## src/rtl/mult_div_unit.sv

```systemverilog
// mult_div_unit: iterative HI/LO multiply/divide engine with MTHI/MTLO writes
module mult_div_unit #(
  parameter int WIDTH = 32
) (
  input  logic             w_clock,
  input  logic             w_reset_n,
  input  logic [5:0]       w_op_code_6,
  input  logic             w_start,
  input  logic [WIDTH-1:0] w_input1_x,
  input  logic [WIDTH-1:0] w_input2_x,
  output logic             w_busy,
  output logic             w_done,
  output logic             w_div_by_zero,
  output logic [WIDTH-1:0] w_hi_x,
  output logic [WIDTH-1:0] w_lo_x
);
  localparam logic [5:0] SPECIAL_MTHI  = 6'h11;
  localparam logic [5:0] SPECIAL_MTLO  = 6'h13;
  localparam logic [5:0] SPECIAL_MULT  = 6'h18;
  localparam logic [5:0] SPECIAL_MULTU = 6'h19;
  localparam logic [5:0] SPECIAL_DIV   = 6'h1a;
  localparam logic [5:0] SPECIAL_DIVU  = 6'h1b;
  localparam int CW = $clog2(WIDTH);

  typedef enum logic [1:0] {IDLE, RUN, FIX, DZ} state_t;

  state_t state, state_nxt;
  logic [CW-1:0] cnt;
  logic [WIDTH-1:0] acc_hi, acc_lo, opnd;
  logic div_mode, neg_res, neg_rem;
  logic is_mul, is_div, is_signed, idle_start, issue, dz_issue, last;
  logic [WIDTH-1:0] mag_a, mag_b;
  logic [WIDTH:0] sum, trial;
  logic ge;
  logic [2*WIDTH-1:0] prod_fix;
  logic [WIDTH-1:0] quo_fix, rem_fix, hi_nxt, lo_nxt;

  assign is_mul     = w_op_code_6 == SPECIAL_MULT || w_op_code_6 == SPECIAL_MULTU;
  assign is_div     = w_op_code_6 == SPECIAL_DIV  || w_op_code_6 == SPECIAL_DIVU;
  assign is_signed  = w_op_code_6 == SPECIAL_MULT || w_op_code_6 == SPECIAL_DIV;
  assign idle_start = w_start && state == IDLE;
  assign issue      = idle_start && (is_mul || is_div);
  assign dz_issue   = issue && is_div && w_input2_x == '0;
  assign last       = cnt == CW'(WIDTH - 1);
  assign mag_a      = (is_signed && w_input1_x[WIDTH-1]) ? -w_input1_x : w_input1_x;
  assign mag_b      = (is_signed && w_input2_x[WIDTH-1]) ? -w_input2_x : w_input2_x;

  // multiply adds the multiplicand under the low multiplier bit; divide trials the shifted remainder
  assign sum   = {1'b0, acc_hi} + {1'b0, {WIDTH{acc_lo[0]}} & opnd};
  assign trial = {acc_hi, acc_lo[WIDTH-1]};
  assign ge    = trial >= {1'b0, opnd};

  // sign correction: quotient truncates toward zero, remainder follows the dividend
  assign prod_fix = neg_res ? -{acc_hi, acc_lo} : {acc_hi, acc_lo};
  assign quo_fix  = neg_res ? -acc_lo : acc_lo;
  assign rem_fix  = neg_rem ? -acc_hi : acc_hi;
  assign hi_nxt   = div_mode ? rem_fix : prod_fix[2*WIDTH-1:WIDTH];
  assign lo_nxt   = div_mode ? quo_fix : prod_fix[WIDTH-1:0];

  assign w_busy = state != IDLE;

  // state register
  always_ff @(posedge w_clock or negedge w_reset_n) begin
    if (!w_reset_n) state <= IDLE;
    else state <= state_nxt;
  end

  // next-state: divide by zero short-circuits the iteration
  always_comb begin
    state_nxt = state;
    case (state)
      IDLE:    state_nxt = dz_issue ? DZ : issue ? RUN : IDLE;
      RUN:     state_nxt = last ? FIX : RUN;
      default: state_nxt = IDLE;
    endcase
  end

  // operand capture, one iteration per RUN cycle, HI/LO writeback and completion pulses
  always_ff @(posedge w_clock or negedge w_reset_n) begin
    if (!w_reset_n) begin
      cnt           <= '0;
      acc_hi        <= '0;
      acc_lo        <= '0;
      opnd          <= '0;
      div_mode      <= 1'b0;
      neg_res       <= 1'b0;
      neg_rem       <= 1'b0;
      w_hi_x        <= '0;
      w_lo_x        <= '0;
      w_done        <= 1'b0;
      w_div_by_zero <= 1'b0;
    end else begin
      w_done        <= state == FIX || state == DZ;
      w_div_by_zero <= state == DZ;
      if (issue) begin
        cnt      <= '0;
        acc_hi   <= '0;
        acc_lo   <= is_div ? mag_a : mag_b;
        opnd     <= is_div ? mag_b : mag_a;
        div_mode <= is_div;
        neg_res  <= is_signed && (w_input1_x[WIDTH-1] ^ w_input2_x[WIDTH-1]);
        neg_rem  <= is_signed && w_input1_x[WIDTH-1];
      end
      if (idle_start && w_op_code_6 == SPECIAL_MTHI) w_hi_x <= w_input1_x;
      if (idle_start && w_op_code_6 == SPECIAL_MTLO) w_lo_x <= w_input1_x;
      if (state == RUN) begin
        cnt    <= cnt + 1'b1;
        acc_hi <= div_mode ? (ge ? trial[WIDTH-1:0] - opnd : trial[WIDTH-1:0]) : sum[WIDTH:1];
        acc_lo <= div_mode ? {acc_lo[WIDTH-2:0], ge} : {sum[0], acc_lo[WIDTH-1:1]};
      end
      if (state == FIX) begin
        w_hi_x <= hi_nxt;
        w_lo_x <= lo_nxt;
      end
    end
  end
endmodule
```

## config.mk

```make
export PLATFORM = sky130hd
export DESIGN_NAME = mult_div_unit
export DESIGN_NICKNAME = d
export VERILOG_FILES = /design/src/rtl/mult_div_unit.sv
export SDC_FILE = /design/constraint.sdc
export NUM_CORES = 1
export LEC_CHECK = 0
export BUFFER_PORTS_ARGS = -buffer_cell sky130_fd_sc_hd__buf_4
export CORE_MARGIN = 3
export CORE_UTILIZATION = 56
export CTS_BUF_LIST = sky130_fd_sc_hd__clkbuf_16
export CTS_CLUSTER_SIZE = 8
export DETAILED_ROUTE_END_ITERATION = 10
export GPL_TIMING_DRIVEN = 0
export HOLD_SLACK_MARGIN = 0.06
export PLACE_DENSITY = 0.83
export SLEW_MARGIN = 40
export SYNTH_ARGS = -nofsm -noshare
export SYNTH_HDL_FRONTEND = slang
export SYNTH_SLANG_ARGS = --single-unit
```

## constraint.sdc

```tcl
create_clock -name w_clock -period 3.4 [get_ports w_clock]
set_clock_uncertainty 0.1 [all_clocks]
set_input_delay 0.34 -clock w_clock [delete_from_list [all_inputs] [get_ports w_clock]]
set_output_delay 0.34 -clock w_clock [all_outputs]
set_load 0.05 [all_outputs]
```

==> results.tsv <==
metric	value	unit
status	finished with violations	
violated checks	setup timing	
via count	16800	
Fmax	286.9	MHz
fill cell count	2026	
Max clock buf depth	2	
Routed WL per cell	24.53	um
DP Wirelength	44210	um
Yosys cell types	75	
Worst Setup End Kind	register	
Post-layout nets	2259	
port bufs	137	
Slew @ Worst Pin	0.9416	ns
GRT overflow	0	
Final Max Tran Viols	0	
ys flop type	dfrtp_1	
CTS sink cnt	172	
CTS tree	done	
post-layout min period	3.486	ns
Worst EP arrival	3.69	ns
routed wire length	60380	um
footprint of the multi-input gates	10580	um^2
CP startpoint	acc_lo[6]	
initial antenna violation count	0	
die footprint	28790	um^2
core area	26210	um^2
antenna viol nets, final	0	
CP required	3.61	ns
reg2reg start	acc_lo[6]	
Die Y	169.7	um
Synth Cell Area	15000	um^2
most common cell after layout, fill and taps aside	buf_4	
final hold slack	0.1525	ns
hold_sp	w_input1_x[25]	
RSZ-0062 raised after global routing	true	
kind of critical path	register to register	
Hold Violations, Final	0	
routability cong.	1.017	
share of post-route cells with drive strength above 1	19.09	%
Final Cycle Share	102.5	%
vias in the first global route	15310	
DRT iter0 DRCs	2694	
VDD IR max	0.6053	mV
Placed Cells incl. Taps	2363	
post-synthesis cell count	1889	
share of the yosys chip area belonging to registers	28.69	%
syn nets	2034	
root buffer cell	clkbuf_16	
Worst slew margin	37.23	%
Global Route Usage Sum	39.18	%
FFs w/ async S/R, synth	100.0	%
Layout area overhead	23.07	%
IO Pins	140	
Cell Area, Placed	16530	um^2
CP Launch Type	register	
Post-synth EDFFs	0	
pwr dens	883.5	nW/um^2
largest net degree at the start of global routing	62	
worst min-delay path class	primary input to register	
Static Leak	7.808	nW
synth warn	0	
Reg area	4333	um^2
Max Cap Viol	0	
Finish-stage setup viols	14	
Initial Utilization	57.24	%
setup slack after layout	-0.08584	ns
syn_area_per_cell	7.941	um^2
post-route design area	18460	um^2
first-pass GRT wire length	87390	um
DR pass1 iterations	6	
CP Max Fanout	5	
Remaining DRCs	0	
clk_lat worst skew	0.46	ns
Design Power	16.31	mW
fin cells	2462	
Clk pin slew, worst setup/hold paths	0.08	ns
Seq cells post-synth	172	
row count	59	
CTS Buf Count	17	
H-tree levels	4	
Vias/cell	6.822	
ant diodes	0	
Die X	169.7	um
most frequent cells in the layout	204 x buf_4, 185 x nor2_1, 177 x nand2_1	
power breakdown:
| part | switching (mW) | internal, mW |
|---|---|---|
| registers | 0.902 | 2.68 |
| clock network | 1.07 | 0.996 |
| logic | 6.14 | 4.53 |
| total | 8.11 | 8.21 |
final timing paths:
path	to	slack (ns)	depth (start not counted)
hold reg to reg	opnd[11]	0.39	2
max in group asynchronous	acc_hi[10]	1.82	4
hold / removal	w_hi_x[25]	0.15	3
setup reg to reg	w_hi_x[30]	-0.09	10
setup / recovery	w_hi_x[30]	-0.09	10
min in group asynchronous	w_lo_x[10]	0.30	2
state kept, by name, summed over array words and instances, names as in the netlist, 2 cells and up:
signal and cells:
w_hi_x 32, w_lo_x 32, acc_lo 32, state 2, acc_hi 32, opnd 32
cnt 5
final cells by class:
class,instances,share of cell area (%)
buffer,114,2.887
tap,335,2.270
multi-input combinational,1533,57.29
inverter,59,1.213
timing repair buffer,217,9.651
clock buffer,17,2.304
sequential,172,23.47
clock inverter,15,0.9149
cell usage after synthesis (all sizes together) (4+ instances only):
cell	number	area (um^2)
o21ai	194	970.9
nor2	189	709.4
nand2	178	668.1
dfrtp	172	4304
a21oi	159	799.5
clkbuf	108	406.6
mux2i	93	930.9
xor2	89	779.5
xnor2	82	718.2
ha	70	875.8
inv	59	221.5
a211oi	51	382.9
a21o	36	270.3
nand3	35	175.2
nor3	29	156.4
o31ai	24	180.2
nand2b	21	131.4
nor4	21	161.4
a22oi	20	150.1
or3	20	125.1
or4	19	157.7
o211ai	18	135.1
buf	17	83.83
nor2b	17	106.4
o41ai	15	131.4
o21bai	11	82.58
a221o	10	100.1
a31oi	10	62.56
and2	10	62.56
and3	10	62.56
mux2	10	112.6
nand4	10	62.56
a221oi	8	70.07
o21a	7	52.55
o22ai	7	43.79
nor3b	6	45.04
o221ai	5	43.79
or2	5	31.28
a21boi	4	30.03
nand3b	4	30.03
stage by stage:
stage                     util [%]  setup TNS [ns]  worst slack [ns]
after floorplan                  -               0           0.03162
after global placement       62.82          -49.72           -0.9284
after detailed placement     63.08          -38.11           -0.9304
after CTS                    67.11         -0.3096           -0.1860
after global routing         70.45          -3.433           -0.2063
final                        70.45         -0.4685          -0.08584
kinds of logic after synthesis:
kind of cell	Yosys count	share of synthesized area, %
AOI/OAI and AO/OA	606	25.03
and+or+nand+nor	581	18.48
buffers and inverters	184	4.746
DFF	172	28.69
xor gates and xnor gates	171	9.984
muxes	103	6.956
adders and majority gates	72	6.106
critical path, cell delays in order (launching register included):
cell	delay [ns]
dfrtp_2	0.44
or4_4	0.59
nor4_4	0.36
nand4b_4	0.18
or4_4	0.55
nor4_4	0.35
buf_6	0.19
nor3b_2	0.16
a211oi_1	0.10
xnor2_1	0.23
a21oi_1	0.09
per-layer routing:
layer	up-vias	share of wire, %	track usage, %
li1	7296	-	-
met1	7855	38	53.41
met2	1389	43	60.00
met3	255	13	6.615
met4	0	6.5	20.41
met5	-	0	0
what timing repair did:
| item | 4_1_cts | 5_1_grt |
|---|---|---|
| endpoints found under the hold margin | 55 | 0 |
| cloned | 3 | 2 |
| setup buffers | 19 | 53 |
| hold buffers | 1 | 0 |
| setup endpoints to repair | 70 | 77 |
| pin swaps | 15 | 40 |
| gates resized for setup | 68 | 117 |
Power figures use the tool's default switching activity.
